### src/rtl/bcd_complement_sequencer_if.sv
// Handshake and data bundle between an operand source and the decimal
// complement sequencer. The master drives the request and operand; the
// slave (the sequencer) returns status and the complemented result.
interface bcd_complement_sequencer_if #(
    parameter int DIGITS = 4
);
    logic                  START;
    logic                  MODE;
    logic                  CODE_SEL;
    logic [4*DIGITS-1:0]   DIN;
    logic                  BUSY;
    logic                  DONE;
    logic [4*DIGITS-1:0]   DOUT;
    logic                  CARRY;
    logic                  ERR;

    modport master (
        output START, MODE, CODE_SEL, DIN,
        input  BUSY, DONE, DOUT, CARRY, ERR
    );

    modport slave (
        input  START, MODE, CODE_SEL, DIN,
        output BUSY, DONE, DOUT, CARRY, ERR
    );
endinterface

### src/rtl/bcd_complement_sequencer.sv
// Multi-digit decimal nine's/ten's complementer. A single-digit datapath is
// stepped across the latched operand least-significant digit first, one digit
// per clock, with decimal carry propagation. Digits may be 8421 BCD or the
// Gray-style decimal code; the result uses the same code as the operand.
module bcd_complement_sequencer #(
    parameter int DIGITS = 4
) (
    input  logic                         CLK,
    input  logic                         RST,
    bcd_complement_sequencer_if.slave    bus
);

    localparam int W     = 4 * DIGITS;
    localparam int IDX_W = (DIGITS > 1) ? $clog2(DIGITS) : 1;
    localparam logic [IDX_W-1:0] LAST_IDX = IDX_W'(DIGITS - 1);

    typedef enum logic [1:0] {
        ST_IDLE = 2'd0,
        ST_RUN  = 2'd1,
        ST_FIN  = 2'd2
    } state_t;

    // Returns {valid, value}; value is forced to 0 for an invalid code so the
    // downstream subtraction never wraps.
    function automatic logic [4:0] decode_digit(input logic [3:0] c, input logic gray);
        logic [4:0] r;
        r = 5'b0_0000;
        if (!gray) begin
            if (c <= 4'd9) r = {1'b1, c};
        end else begin
            case (c)
                4'b0000: r = {1'b1, 4'd0};
                4'b0001: r = {1'b1, 4'd1};
                4'b0011: r = {1'b1, 4'd2};
                4'b0010: r = {1'b1, 4'd3};
                4'b0110: r = {1'b1, 4'd4};
                4'b0111: r = {1'b1, 4'd5};
                4'b0101: r = {1'b1, 4'd6};
                4'b0100: r = {1'b1, 4'd7};
                4'b1100: r = {1'b1, 4'd8};
                4'b1101: r = {1'b1, 4'd9};
                default: r = 5'b0_0000;
            endcase
        end
        return r;
    endfunction

    function automatic logic [3:0] encode_digit(input logic [3:0] v, input logic gray);
        logic [3:0] c;
        if (!gray) begin
            c = v;
        end else begin
            case (v)
                4'd0:    c = 4'b0000;
                4'd1:    c = 4'b0001;
                4'd2:    c = 4'b0011;
                4'd3:    c = 4'b0010;
                4'd4:    c = 4'b0110;
                4'd5:    c = 4'b0111;
                4'd6:    c = 4'b0101;
                4'd7:    c = 4'b0100;
                4'd8:    c = 4'b1100;
                4'd9:    c = 4'b1101;
                default: c = 4'b1111;
            endcase
        end
        return c;
    endfunction

    state_t             state_q,  state_d;
    logic [IDX_W-1:0]   idx_q,    idx_d;
    logic [W-1:0]       opnd_q,   opnd_d;
    logic               code_q,   code_d;
    logic               carry_q,  carry_d;
    logic               err_q,    err_d;
    logic [W-1:0]       res_q,    res_d;
    logic               busy_q,   busy_d;
    logic               done_q,   done_d;
    logic [W-1:0]       dout_q,   dout_d;
    logic               cout_q,   cout_d;
    logic               errout_q, errout_d;

    logic [4:0]         dec;
    logic [4:0]         sum;
    logic [3:0]         dig;
    logic               dig_carry;
    logic               dig_err;
    logic [W+3:0]       shifted;

    // Single-digit complement of the current low digit of the operand register.
    always_comb begin
        dec       = decode_digit(opnd_q[3:0], code_q);
        sum       = 5'd9 - {1'b0, dec[3:0]} + {4'b0000, carry_q};
        dig       = 4'b1111;
        dig_carry = 1'b0;
        dig_err   = 1'b0;
        if (!dec[4]) begin
            dig_err = 1'b1;
        end else if (sum == 5'd10) begin
            dig       = encode_digit(4'd0, code_q);
            dig_carry = 1'b1;
        end else begin
            dig = encode_digit(sum[3:0], code_q);
        end
        shifted = {dig, res_q};
    end

    // Sequencer next-state and register-load decisions; outputs are loaded on
    // entry to FIN so they are valid in the same cycle DONE is high.
    always_comb begin
        state_d  = state_q;
        idx_d    = idx_q;
        opnd_d   = opnd_q;
        code_d   = code_q;
        carry_d  = carry_q;
        err_d    = err_q;
        res_d    = res_q;
        busy_d   = busy_q;
        done_d   = 1'b0;
        dout_d   = dout_q;
        cout_d   = cout_q;
        errout_d = errout_q;

        case (state_q)
            ST_IDLE: begin
                if (bus.START) begin
                    opnd_d  = bus.DIN;
                    code_d  = bus.CODE_SEL;
                    carry_d = bus.MODE;
                    idx_d   = '0;
                    err_d   = 1'b0;
                    res_d   = '0;
                    busy_d  = 1'b1;
                    state_d = ST_RUN;
                end
            end
            ST_RUN: begin
                res_d   = shifted[W+3:4];
                opnd_d  = opnd_q >> 4;
                carry_d = dig_carry;
                err_d   = err_q | dig_err;
                idx_d   = idx_q + 1'b1;
                if (idx_q == LAST_IDX) begin
                    dout_d   = shifted[W+3:4];
                    cout_d   = dig_carry;
                    errout_d = err_q | dig_err;
                    done_d   = 1'b1;
                    state_d  = ST_FIN;
                end
            end
            ST_FIN: begin
                busy_d  = 1'b0;
                state_d = ST_IDLE;
            end
            default: begin
                busy_d  = 1'b0;
                state_d = ST_IDLE;
            end
        endcase
    end

    // State, working and output registers; reset aborts any operation.
    always_ff @(posedge CLK) begin
        if (RST) begin
            state_q  <= ST_IDLE;
            idx_q    <= '0;
            opnd_q   <= '0;
            code_q   <= 1'b0;
            carry_q  <= 1'b0;
            err_q    <= 1'b0;
            res_q    <= '0;
            busy_q   <= 1'b0;
            done_q   <= 1'b0;
            dout_q   <= '0;
            cout_q   <= 1'b0;
            errout_q <= 1'b0;
        end else begin
            state_q  <= state_d;
            idx_q    <= idx_d;
            opnd_q   <= opnd_d;
            code_q   <= code_d;
            carry_q  <= carry_d;
            err_q    <= err_d;
            res_q    <= res_d;
            busy_q   <= busy_d;
            done_q   <= done_d;
            dout_q   <= dout_d;
            cout_q   <= cout_d;
            errout_q <= errout_d;
        end
    end

    assign bus.BUSY  = busy_q;
    assign bus.DONE  = done_q;
    assign bus.DOUT  = dout_q;
    assign bus.CARRY = cout_q;
    assign bus.ERR   = errout_q;

endmodule

### src/flat_wrapper.sv
// flat-port wrapper written by rule: the top's interface ports become plain ports
module bcd_complement_sequencer_flat 
#(
    parameter int DIGITS = 4
)
  (CLK, RST, bus_START, bus_MODE, bus_CODE_SEL, bus_DIN, bus_BUSY, bus_DONE, bus_DOUT, bus_CARRY, bus_ERR);
  bcd_complement_sequencer_if #(.DIGITS(DIGITS)) bus_i ();
  input  logic CLK;
  input  logic RST;
  input wire logic [$bits(bus_i.START)-1:0] bus_START;
  input wire logic [$bits(bus_i.MODE)-1:0] bus_MODE;
  input wire logic [$bits(bus_i.CODE_SEL)-1:0] bus_CODE_SEL;
  input wire logic [$bits(bus_i.DIN)-1:0] bus_DIN;
  output wire logic [$bits(bus_i.BUSY)-1:0] bus_BUSY;
  output wire logic [$bits(bus_i.DONE)-1:0] bus_DONE;
  output wire logic [$bits(bus_i.DOUT)-1:0] bus_DOUT;
  output wire logic [$bits(bus_i.CARRY)-1:0] bus_CARRY;
  output wire logic [$bits(bus_i.ERR)-1:0] bus_ERR;
  assign bus_i.START = bus_START;
  assign bus_i.MODE = bus_MODE;
  assign bus_i.CODE_SEL = bus_CODE_SEL;
  assign bus_i.DIN = bus_DIN;
  assign bus_BUSY = bus_i.BUSY;
  assign bus_DONE = bus_i.DONE;
  assign bus_DOUT = bus_i.DOUT;
  assign bus_CARRY = bus_i.CARRY;
  assign bus_ERR = bus_i.ERR;
  bcd_complement_sequencer #(.DIGITS(DIGITS)) u_core (.CLK(CLK), .RST(RST), .bus(bus_i));
endmodule
### config.mk
export PLATFORM = sky130hd
export DESIGN_NAME = bcd_complement_sequencer_flat
export DESIGN_NICKNAME = d
export VERILOG_FILES = /design/src/rtl/bcd_complement_sequencer_if.sv /design/src/rtl/bcd_complement_sequencer.sv /design/src/flat_wrapper.sv
export SDC_FILE = /design/constraint.sdc
export NUM_CORES = 1
export LEC_CHECK = 0
export BUFFER_PORTS_ARGS = -buffer_cell sky130_fd_sc_hd__buf_2
export CAP_MARGIN = 20
export CORE_ASPECT_RATIO = 0.7
export CORE_UTILIZATION = 50
export CTS_BUF_LIST = sky130_fd_sc_hd__clkbuf_16
export DETAILED_ROUTE_END_ITERATION = 12
export PLACE_DENSITY = 0.71
export RECOVER_POWER = 100
export REMOVE_ABC_BUFFERS = 1
export SETUP_SLACK_MARGIN = 0.5
export SYNTH_ARGS = -nofsm -noshare
export SYNTH_HDL_FRONTEND = slang
export SYNTH_SLANG_ARGS = --single-unit
### constraint.sdc
create_clock -name CLK -period 3.45 [get_ports CLK]
set_input_delay 0 -clock CLK [delete_from_list [all_inputs] [get_ports CLK]]
set_output_delay 0 -clock CLK [all_outputs]
set_load 0.01 [all_outputs]
### Word-level counts from Yosys, hierarchy flattened

Memory sizes are Yosys's and may differ from the RTL's. A register that Yosys moved wholly into a read port is not among the register bits.
Index checks and enable logic that the tools add are counted.

* logic and storage cells: 59
* bits in writable memories: 0
* ROM bits: 144
* register bits after elaboration: 59
* memories: 2
* bits in latches: 0

* muxes and demuxes: 26
* equal/unequal tests: 5
* bitwise operators: 2
* multipliers: 0
* shift operators: 0
* $add $sub $neg: 3
* divide/modulo/power cells: 0
* reduce and logical (&&, ||, !) cells: 8
* order comparisons: 1

Memories
* (name not given): words 16, width 5, rd ports 1, clocked after memory_dff 1, wr ports 0, RTL line bcd_complement_sequencer.sv:31 `case (c)`
* (name not given): words 16, width 4, rd ports 1, clocked after memory_dff 0, wr ports 0, RTL line bcd_complement_sequencer.sv:53 `case (v)`

Operators by type and width (count)
* one-hot mux 16 bit (2 select lines): 2
* 2-to-1 mux 16 bit: 2
* 2-to-1 mux 4 bit: 5
* 2-to-1 mux 5 bit: 2
* AND reduction 2 bit: 5
* one-hot mux 2 bit (2 select lines): 2
* 2-to-1 mux 1 bit: 7
* 2-to-1 mux 2 bit: 3
* one-hot mux 1 bit (2 select lines): 3
* adder 5 x 1 -> 5 bit: 1
* == test 5 x 4 -> 1 bit (second input constant): 1
* subtractor 4 x 4 -> 5 bit (first input constant): 1
* <= comparator 4 bit (second input constant): 1
* adder 2 x 1 -> 2 bit (second input constant): 1
* == test 2 x 1 -> 1 bit (second input constant): 1
* == test 2 bit (second input constant): 1
* logical NOT 2 bit: 1
* != test 2 x 1 -> 1 bit (second input constant): 1
* != test 2 bit (second input constant): 1
* nonzero test 2 bit: 1
* OR reduction 2 bit: 1
* inverter 1 bit: 1
* OR 1 bit: 1

### Depth between registers and ports, before layout

Gate-level depths: netlist of the first run.
An unclocked memory read counts as a cell.

* depth after elaboration: 10
* gate-level depth with buffers: 15
* depth with buffers taken out: 14

### Least setup slack after synthesis of the first run

No wires, ideal clock.

* path kind: flip-flop to flip-flop
* start: reg u_core.code_q
* end: reg u_core.carry_q
* cell stages (with the launch flop): 16
* clock period less this slack: 2477 ps
* arrival: 2349 ps
* library setup time: 128 ps
* path slack: 973 ps
* path through: dfxtp_1 > buf_6 > buf_4 > nor2_1 > a21oi_1 > ha_1 > clkbuf_4 > inv_1 > ha_1 > inv_1 > ha_1 > nor2b_1 > and2_4 > and3_1 > a221oi_1 > nor2_1

* longest elaborated chain between the ends: 7

RTL lines
* start, declared: RTL line bcd_complement_sequencer.sv:73 `logic code_q, code_d;`
* start signal, assigned: RTL line bcd_complement_sequencer.sv:181 `code_q <= code_d;`
* 2-to-1 mux 5 bit (*): RTL line bcd_complement_sequencer.sv:28 `if (!gray) begin`
* subtractor 4 x 4 -> 5 bit: RTL line bcd_complement_sequencer.sv:93 `sum = 5'd9 - {1'b0, dec[3:0]} + {4'b0000, carry_q};`
* adder 5 x 1 -> 5 bit: RTL line bcd_complement_sequencer.sv:93
* == test 5 x 4 -> 1 bit: RTL line bcd_complement_sequencer.sv:99 `end else if (sum == 5'd10) begin`
* 2-to-1 mux 1 bit: RTL line bcd_complement_sequencer.sv:99
* 2-to-1 mux 1 bit (*): RTL line bcd_complement_sequencer.sv:97 `if (!dec[4]) begin`
* one-hot mux 1 bit (2 select lines) (*): RTL line bcd_complement_sequencer.sv:124 `case (state_q)`
* end signal, assigned: RTL line bcd_complement_sequencer.sv:182 `carry_q <= carry_d;`
* end, declared: RTL line bcd_complement_sequencer.sv:74 `logic carry_q, carry_d;`

Mark *: on every way between the ends. The rest lies on a longest branch, timed or not.
A chain may end at the register's enable or synchronous reset.

### Final worst setup path of the first run

* start: reg u_core.opnd_q[2]
* end: reg u_core.carry_q

* longest elaborated chain between the ends: 9

RTL lines
* start, declared: RTL line bcd_complement_sequencer.sv:72 `logic [W-1:0] opnd_q, opnd_d;`
* start signal, assigned: RTL line bcd_complement_sequencer.sv:180 `opnd_q <= opnd_d;`
* <= comparator 4 bit: RTL line bcd_complement_sequencer.sv:29 `if (c <= 4'd9) r = {1'b1, c};`
* 2-to-1 mux 5 bit (*): RTL line bcd_complement_sequencer.sv:29
* 2-to-1 mux 5 bit (*): RTL line bcd_complement_sequencer.sv:28
* subtractor 4 x 4 -> 5 bit: RTL line bcd_complement_sequencer.sv:93
* adder 5 x 1 -> 5 bit: RTL line bcd_complement_sequencer.sv:93
* == test 5 x 4 -> 1 bit: RTL line bcd_complement_sequencer.sv:99
* 2-to-1 mux 1 bit: RTL line bcd_complement_sequencer.sv:99
* 2-to-1 mux 1 bit (*): RTL line bcd_complement_sequencer.sv:97
* one-hot mux 1 bit (2 select lines) (*): RTL line bcd_complement_sequencer.sv:124

Marks and branches as above.

==> results of run 1 <==
-- what timing repair did --
item / CTS / global route
setup buffers: 0 / 2
resized for setup: 0 / 2
endpoints found under the setup margin: 0 / 3
hold buffers: 10 / 0
endpoints found under the hold margin: 10 / 0
-- final cells by class --
type / instances / share of cell area
Clock buffer: 9 / 0.06645
Clock inverter: 7 / 0.03396
Inverter: 9 / 0.009967
Multi-Input combinational cell: 246 / 0.4127
Sequential cell: 60 / 0.3547
Tap cell: 72 / 0.02658
Timing Repair Buffer: 58 / 0.09561
-- registers in the layout, summed over array words and instances, names as in the netlist, named ones only --
name and flops:
u_core.carry_q 1, u_core.bus.BUSY 1, u_core.bus.DONE 1, u_core.bus.CARRY 1, u_core.res_q 12, u_core.idx_q 2
u_core.err_q 1, u_core.bus.DOUT 16, u_core.code_q 1, u_core.opnd_q 16, u_core.bus.ERR 1, u_core.state_q 2
-- cell families (layout without fill, tap and decap cells) --
| group | Yosys count | in the layout | synth area share |
|---|---|---|---|
| simple gates | 139 | 139 | 0.2311 |
| buf+inv | 34 | 83 | 0.06628 |
| xor+xnor | 3 | 3 | 0.01209 |
| flops | 60 | 60 | 0.4299 |
| fa+ha+maj | 6 | 6 | 0.02687 |
| mux | 3 | 3 | 0.01120 |
| compound gates | 95 | 95 | 0.2226 |
-- where the power goes --
part           internal [mW]  switching (mW)
combinational         0.0901           0.120
sequential             0.724          0.0267
clock                  0.701           0.316
-- tightest hold or removal path, cell delays in order --
cell and delay [ns]:
buf_2 0.07, o22ai_1 0.08, a21oi_1 0.15
-- synthesized netlist by cell type, types with 4 or more instances --
master     n
nand2_1   49
nand3_1    7
o21ai_0    9
nor2_1    48
a22oi_1    9
nor2b_1   10
inv_1      9
a311oi_1  10
dfxtp_1   60
a211oi_1   4
a21oi_1   44
nor3_1     4
clkbuf_1  13
ha_1       6
-- layer usage --
metal / up-vias / wire length, um / share of wire
met5: - / 0 / 0
met4: 0 / 97 / 0.015
met3: 14 / 406 / 0.062
met2: 76 / 2855 / 0.44
met1: 1167 / 3186 / 0.49
li1: 1279 / - / -
-- final timing paths --
| path | startpoint | to | slack, ns |
|---|---|---|---|
| worst max register to register | u_core.opnd_q[2]$_SDFFE_PP0P_ | u_core.carry_q$_SDFFE_PP0P_ | 0.66 |
| worst min register to register | u_core.bus.DOUT[3]$_SDFFE_PP0P_ | u_core.bus.DOUT[3]$_SDFFE_PP0P_ | 0.45 |
| worst max-delay path | u_core.opnd_q[2]$_SDFFE_PP0P_ | u_core.carry_q$_SDFFE_PP0P_ | 0.66 |
| worst min-delay path | bus_DIN[0] | u_core.opnd_q[0]$_SDFFE_PP0P_ | 0.01 |
-- metrics by stage --
step	util	hold slack, ns	total power [mW]	setup WS [ns]
3_3_place_gp	0.5605	0.2686	0.9578	0.7733
2_1_floorplan	-	0.06907	0.8940	0.8577
3_5_place_dp	0.5605	0.2773	0.9629	0.6230
5_1_grt	0.6380	0.03811	2.056	0.4628
6_report	0.6380	0.009971	1.977	0.6618
4_1_cts	0.6434	0.01115	1.991	0.6058
==> impl_metrics.json, run 1 <==
{
  "outcome": "complete, no violations",
  "vdd_ir_drop_max_mv": 0.3395,
  "path_depth": 14,
  "leakage_nw": 1.312,
  "root_buffer": "clkbuf_16",
  "timing.critical_path.mode_cell": "ha_1",
  "use_met2": 0.3523,
  "final_common_cell": "dfxtp_1",
  "critPathKind": "reg -> reg",
  "final_cell_area_um2": 3390,
  "avgViaCountPerCell": 5.501,
  "grt_start_max_net_pins": 48,
  "clk_latency_ns": 0.33,
  "numClockSinks": 60,
  "relSlewSlack": 0.4382,
  "min_path_cells": 3,
  "initial_core_util": 0.5259,
  "fin_tns_setup_ns": 0,
  "r2r_cells": 14,
  "synth_seq_cells": 60,
  "routedWlPerCell_um": 14.20,
  "critPathRequiredTime_ns": 3.65,
  "synth_edf_count": 0,
  "max_stage_delay_ns": 0.43,
  "core_um2": 5313,
  "via_count": 2536,
  "max_freq_mhz": 358.7,
  "top_usage_layer": "met2",
  "grt_use_met3": 0.09390,
  "wirelength_um": 6546,
  "fp.dieW_um": 91.35,
  "clk_pin_slew_ns": 0.05,
  "num_antenna_cells": 0,
  "postPlaceCellArea_um2": 2978,
  "hold_path.class": "in -> reg",
  "async_flop_share": 0,
  "n_fill_cell": 497,
  "synthTopCellsByArea": "dfxtp_1 43%, a21oi_1 7.9%, nand2_1 6.6%",
  "cts_tree": "built",
  "syn_avg_cell_area_um2": 8.217,
  "pin_count": 41,
  "grt_first_pass_wirelength_um": 10490,
  "numCtsBuffers": 9,
  "path_buf_inv": 2,
  "antenna_found_initial": 0,
  "drv_cap": 0,
  "yosysWarnings": 0,
  "num_rows": 22,
  "startpoint_type": "flop",
  "setup_viol": 0,
  "post-dp-hpwl_um": 4156,
  "gp_congestion": 0.8094,
  "die_area_um2": 5895,
  "ant_nets": 0,
  "drive_gt1_frac": 0.1337,
  "crit_fanout": 5,
  "fin_crit_ns": 2.788,
  "syn_to_final_growth_pct": 21.32,
  "final_cell_mix": "59 x dfxtp_1, 49 x nand2_1, 48 x nor2_1, 44 x a21oi_1, 23 x clkbuf_1",
  "powerDensity_nw_per_um2": 583.4,
  "critPathSlowestCell": "dfxtp_1",
  "max_slew.worst_pin.slew_ns": 0.8427,
  "clk_path_buf_depth": 2,
  "path_cells": "o21ai_0, nand2_1, nor2_1, a21oi_1, ha_1, inv_1, ha_1, inv_1, ha_1, nor2b_1, and2_0, and3_1, a221oi_1, nor2_1",
  "hold_viol": 0,
  "netlist.area_leader.share": 0.4299,
  "ys_seq_area_frac": 0.4299,
  "met1_usage": 0.3068,
  "h-tree-depth": 3,
  "grt_pass1_vias": 2218,
  "overflow": 0,
  "grtUsageTotal": 0.2332,
  "multi_input_area_um2": 1399,
  "final_max_slew_viol_count": 0,
  "cp_top_family": "adder cells",
  "syn_inst": 340,
  "synth_top_area_cell": "dfxtp_1",
  "first_iter_violations": 172,
  "ys.flop_type": "dfxtp_1",
  "fin_cells": 461,
  "endpoint_kind": "flop",
  "synth_cell_types": 52,
  "drt_pre_antenna_iters": 5,
  "portBuffers": 40,
  "die_h_um": 64.54,
  "fin_crit_sh": 0.8082,
  "syn_area_um2": 2794,
  "arrival_ns": 2.99,
  "final.setup_skew_ns": 0.004156,
  "regArea_um2": 1202,
  "rsz0062_at_grt": "no",
  "final_nets": 411,
  "dp_cells": 433,
  "drc": 0
}
Note: power is estimated with default switching activity, not from simulation.
==> inputs of run 2 (changes only) <==
==> constraint.sdc (replaced) <==
create_clock -name CLK -period 2.85 [get_ports CLK]
set_input_delay 0 -clock CLK [delete_from_list [all_inputs] [get_ports CLK]]
set_output_delay 0 -clock CLK [all_outputs]
set_load 0.01 [all_outputs]
==> run 2 against run 1 <==
Clock skew rose by 0.0016 ns. Sequential power rose by 21%. Wire length rose by 2.9%. Total power rose by 13%. Flip-flop and latch count did not move. Core utilization rose by 2.0 points. Hold slack got worse by 0.0084 ns. Global-route usage fell by 0.095 points. Cell area rose by 3.1%. Maximum frequency rose by 11%. Critical path type unchanged. Largest cell class unchanged. Highest routed layer unchanged.
==> impl_metrics.json, run 2 (synthesis results as in run 1) <==
{
  "final_common_cell": "dfxtp_1",
  "critPathLaunch": "u_core.opnd_q[1]$_SDFFE_PP0P_",
  "switchingPower_mw": 0.5545,
  "clk_latency_ns": 0.33,
  "grt_start_max_net_pins": 52,
  "final_util": 0.6578,
  "worst_setup_path_endpoint": "u_core.res_q[12]$_SDFFE_PP0P_",
  "root_buffer": "clkbuf_16",
  "p_clk_frac": 0.459,
  "fin_crit_ns": 2.513,
  "final.setup_skew_ns": 0.005740,
  "routedWlPerCell_um": 14.30,
  "outcome": "complete, no violations",
  "rrSetupSlack_ns": 0.34,
  "wirelength_um": 6735,
  "powerDensity_nw_per_um2": 637.4,
  "gp_congestion": 0.8066,
  "grt_pass1_vias": 2295,
  "dp_cells": 436,
  "setup_viol": 0,
  "met1_usage": 0.3017,
  "hold_path.class": "in -> reg",
  "leakage_nw": 1.359,
  "fin_tns_setup_ns": 0,
  "initial_core_util": 0.5259,
  "core_um2": 5313,
  "postPlaceCellArea_um2": 3000,
  "final_max_slew_viol_count": 0,
  "critPathKind": "reg -> reg",
  "fin_crit_sh": 0.8818,
  "arrival_ns": 2.67,
  "max_freq_mhz": 397.9,
  "avgViaCountPerCell": 5.446,
  "reg2reg_from": "u_core.opnd_q[1]$_SDFFE_PP0P_",
  "endpoint_kind": "flop",
  "post-dp-hpwl_um": 4127,
  "power_frac_comb": 0.136,
  "final_cell_area_um2": 3495,
  "overflow": 0,
  "h-tree-depth": 3,
  "drv_cap": 0,
  "num_rows": 22,
  "die_h_um": 64.54,
  "grtUsageTotal": 0.2323,
  "drt_pre_antenna_iters": 4,
  "use_met2": 0.3646,
  "r2r-end": "u_core.res_q[12]$_SDFFE_PP0P_",
  "critPathRequiredTime_ns": 3.00,
  "clk_path_buf_depth": 2,
  "cts_tree": "built",
  "crit_fanout": 3,
  "drive_gt1_frac": 0.1905,
  "syn_to_final_growth_pct": 25.08,
  "numClockSinks": 60,
  "first_iter_violations": 141,
  "antenna_found_initial": 0,
  "pin_count": 41,
  "r2r_cells": 14,
  "hold_viol": 0,
  "fin_cells": 471,
  "drc": 0,
  "holdCritStartpoint": "bus_DIN[0]",
  "rsz0062_at_grt": "yes",
  "power_frac_seq": 0.406,
  "clk_pin_slew_ns": 0.05,
  "grt_first_pass_wirelength_um": 10600,
  "fp.dieW_um": 91.35,
  "p_sw_frac": 0.2489,
  "final_cell_mix": "56 x dfxtp_1, 48 x nand2_1, 48 x nor2_1, 43 x a21oi_1, 23 x clkbuf_1",
  "die_area_um2": 5895,
  "num_antenna_cells": 0,
  "numCtsBuffers": 9,
  "final_nets": 421,
  "portBuffers": 40,
  "startpoint_type": "flop",
  "relSlewSlack": 0.3372,
  "top_usage_layer": "met2",
  "p_int_mw": 1.673,
  "via_count": 2565,
  "max_slew.worst_pin.slew_ns": 0.9942,
  "grt_use_met3": 0.07629,
  "vdd_ir_drop_max_mv": 0.3899,
  "ant_nets": 0
}
==> run 2: worst max-delay path, stage by stage (launching register included) <==
cell and delay (ns):
dfxtp_4 0.34, o21ai_0 0.22, nand2_1 0.09, nor2_1 0.14, a21oi_2 0.05, ha_2 0.20
inv_2 0.09, ha_4 0.21, inv_2 0.06, ha_2 0.16, nor2b_4 0.14, and2_4 0.15
a21oi_1 0.06, a21boi_0 0.28, a211oi_1 0.14
==> run 2: through the flow <==
step                power, mW  setup slack [ns]  hold slack (ns)
floorplan               1.082            0.2577          0.06907
global placement        1.163            0.3382           0.2688
detailed placement      1.168            0.2268           0.2729
CTS                     2.219            0.5060         0.003118
global route            2.316            0.1475          0.01807
finish                  2.227            0.3369         0.001574
==> run 2: power groups by stage <==
stage	Combinational (mW)	Sequential, mW	Clock [mW]
detailed placement	0.246	0.923	0
finish	0.302	0.904	1.02
CTS	0.279	0.902	1.04
global route	0.330	0.907	1.08
global placement	0.242	0.921	0
floorplan	0.165	0.918	0
==> run 2: worst min-delay path by stage <==
stage                                          to  slack (ns)  cells after the start
floorplan           u_core.bus.CARRY$_SDFFE_PP0P_        0.07                      1
global placement    u_core.opnd_q[8]$_SDFFE_PP0P_        0.27                      3
detailed placement  u_core.opnd_q[4]$_SDFFE_PP0P_        0.27                      3
CTS                 u_core.opnd_q[0]$_SDFFE_PP0P_       0.003                      3
global route        u_core.opnd_q[0]$_SDFFE_PP0P_        0.02                      3
finish              u_core.opnd_q[0]$_SDFFE_PP0P_       0.002                      3
==> run 2: layout make-up <==
class / instances / area, um^2
Tap cell: 72 / 90.09
Fill cell: 497 / 1818
Timing Repair Buffer: 68 / 406.6
Clock inverter: 7 / 57.56
Inverter: 9 / 33.78
Clock buffer: 9 / 225.2
Sequential cell: 60 / 1216
Multi-Input combinational cell: 246 / 1465
==> run 2: timing repair <==
item,CTS,global route
pin swaps,4,4
gates resized for setup,17,12
hold endpoints to repair,11,0
endpoints found under the setup margin,10,8
hold buffers,10,0
buffers inserted,3,6
==> run 2: routing by layer <==
layer,wire length (um),vias to the layer above
met3,374,10
met2,2975,87
met5,0,-
met1,3301,1175
li1,-,1293
met4,84,0
==> inputs of run 3 (changes only) <==
--- a/config.mk
+++ b/config.mk
@@ -11,6 +11,7 @@
 export CORE_UTILIZATION = 50
 export CTS_BUF_LIST = sky130_fd_sc_hd__clkbuf_16
 export DETAILED_ROUTE_END_ITERATION = 12
+export HOLD_SLACK_MARGIN = 0.08
 export PLACE_DENSITY = 0.71
 export RECOVER_POWER = 100
 export REMOVE_ABC_BUFFERS = 1
==> run 3 against run 2 <==
Global-route usage rose by 0.57 points. Flip-flop and latch count stayed put. Combinational power about the same. Critical endpoint unchanged. Largest power group unchanged. Largest cell class unchanged.
==> impl_metrics.json, run 3 (synthesis results as in run 1) <==
{
  "fin_cells": 477,
  "num_antenna_cells": 0,
  "max_freq_mhz": 399.5,
  "grt_start_max_net_pins": 52,
  "initial_core_util": 0.5259,
  "crit_fanout": 3,
  "overflow": 0,
  "postLayoutSetupSlackWorst_ns": 0.3471,
  "r2r_cells": 14,
  "cp_top_family": "compound AO/OA/AOI/OAI gates",
  "grt_first_pass_wirelength_um": 10870,
  "critPathLaunch": "u_core.opnd_q[1]$_SDFFE_PP0P_",
  "drt_pre_antenna_iters": 4,
  "avgViaCountPerCell": 5.340,
  "min_path_cells": 3,
  "critPathKind": "reg -> reg",
  "p_total_mw": 2.229,
  "numClockSinks": 60,
  "rrSetupSlack_ns": 0.35,
  "pre_cts_slack_ns": 0.2268,
  "antenna_found_initial": 0,
  "path_cells": "o21ai_2, nand2_1, nor2_1, a21oi_2, ha_1, inv_1, ha_4, inv_2, ha_2, nor2b_4, and2_4, a21oi_1, a21boi_0, a211oi_1",
  "vdd_ir_drop_max_mv": 0.3894,
  "final_nets": 427,
  "fin_tns_setup_ns": 0,
  "startpoint_type": "flop",
  "ant_nets": 0,
  "final_common_cell": "dfxtp_1",
  "syn_to_final_growth_pct": 27.05,
  "numCtsBuffers": 9,
  "setup_viol": 0,
  "gp_congestion": 0.8066,
  "arrival_ns": 2.66,
  "leakage_nw": 1.385,
  "fin_crit_sh": 0.8782,
  "root_buffer": "clkbuf_16",
  "clk_pin_slew_ns": 0.05,
  "wirelength_um": 6781,
  "die_h_um": 64.54,
  "drv_cap": 0,
  "endpoint_kind": "flop",
  "final_max_slew_viol_count": 0,
  "postPlaceCellArea_um2": 3000,
  "drive_gt1_frac": 0.1827,
  "holdPathEnd": "u_core.state_q[0]$_SDFFE_PP0P_",
  "hold_path.class": "in -> reg",
  "max_stage_delay_ns": 0.35,
  "final_cell_area_um2": 3550,
  "clk_latency_ns": 0.33,
  "topRoutingLayerUsed": "met4",
  "relSlewSlack": 0.3387,
  "pin_count": 41,
  "wl_met3_um": 362,
  "die_area_um2": 5895,
  "critPathRequiredTime_ns": 3.00,
  "grtUsageTotal": 0.2380,
  "via_count": 2547,
  "drc": 0,
  "core_um2": 5313,
  "holdCritStartpoint": "bus_START",
  "post-dp-hpwl_um": 4127,
  "wl_met1_um": 3328,
  "wl_met2_um": 3013,
  "final.setup_skew_ns": 0.005753,
  "outcome": "complete, no violations",
  "routedWlPerCell_um": 14.22,
  "path_buf_inv": 2,
  "h-tree-depth": 3,
  "clk_path_buf_depth": 2,
  "num_rows": 22,
  "r2r-end": "u_core.res_q[12]$_SDFFE_PP0P_",
  "portBuffers": 40,
  "cts_tree": "built",
  "fin_crit_ns": 2.503,
  "hold_viol": 0,
  "powerDensity_nw_per_um2": 627.9,
  "reg2reg_from": "u_core.opnd_q[1]$_SDFFE_PP0P_",
  "fp.dieW_um": 91.35,
  "rsz0062_at_grt": "yes",
  "max_slew.worst_pin.slew_ns": 0.9920,
  "critPathSlowestCell": "dfxtp_4",
  "final_cell_mix": "56 x dfxtp_1, 48 x nand2_1, 48 x nor2_1, 43 x a21oi_1, 23 x clkbuf_1",
  "dp_cells": 436,
  "grt_pass1_vias": 2322,
  "first_iter_violations": 107
}
## run 3: changes by cell type in the layout (fill, tap and decap cells not counted), sizes merged
cell,previous run,this run
dlygate4sd3,10,16
## run 3: worst max-delay path by stage
stage / endpoint / slack [ns] / depth (start not counted)
global placement: u_core.carry_q$_SDFFE_PP0P_ / 0.34 / 14
detailed placement: u_core.carry_q$_SDFFE_PP0P_ / 0.23 / 14
global route: u_core.res_q[12]$_SDFFE_PP0P_ / 0.19 / 14
CTS: u_core.res_q[13]$_SDFFE_PP0P_ / 0.51 / 14
floorplan: u_core.carry_q$_SDFFE_PP0P_ / 0.26 / 12
finish: u_core.res_q[12]$_SDFFE_PP0P_ / 0.35 / 14
## run 3: metal layers
| metal | up-vias | global-route usage |
|---|---|---|
| met2 | 76 | 0.3759 |
| met1 | 1157 | 0.3115 |
| li1 | 1305 | - |
| met5 | - | 0 |
| met3 | 9 | 0.07277 |
| met4 | 0 | 0.07937 |
## run 3: worst register-to-register path, stage by stage, from the launching register on
cell and delay, ns:
dfxtp_4 0.35, o21ai_2 0.15, nand2_1 0.07, nor2_1 0.14, a21oi_2 0.05, ha_1 0.22, inv_1 0.14, ha_4 0.23
inv_2 0.05, ha_2 0.16, nor2b_4 0.14, and2_4 0.16, a21oi_1 0.06, a21boi_0 0.28, a211oi_1 0.14
## run 3: power by group
part / leakage [nW] / switching (mW) / internal [mW]
Clock: 0.144 / 0.358 / 0.662
Combinational: 0.749 / 0.165 / 0.139
Sequential: 0.492 / 0.0290 / 0.876
## run 3: layout make-up
| cell class | instances | area, um^2 |
|---|---|---|
| timing repair buffer | 74 | 466.7 |
| clock buffer | 9 | 225.2 |
| sequential | 60 | 1216 |
| multi-input combinational | 246 | 1460 |
| tap | 72 | 90.09 |
| clock inverter | 7 | 57.56 |
| fill | 482 | 1763 |
| inverter | 9 | 33.78 |
## run 3: timing repair
action	in CTS	in global routing
gates cloned	0	0
pin swaps	4	4
setup buffers	3	6
resized for setup	17	12
endpoints found under the hold margin	20	0
endpoints found under the setup margin	10	8
hold buffers	16	0
## run 3: per-stage QoR
stage	util	hold slack (ns)
floorplan	-	0.06907
global placement	0.5648	0.2688
detailed placement	0.5648	0.2729
CTS	0.6627	0.08943
global route	0.6682	0.1079
finish	0.6682	0.08772
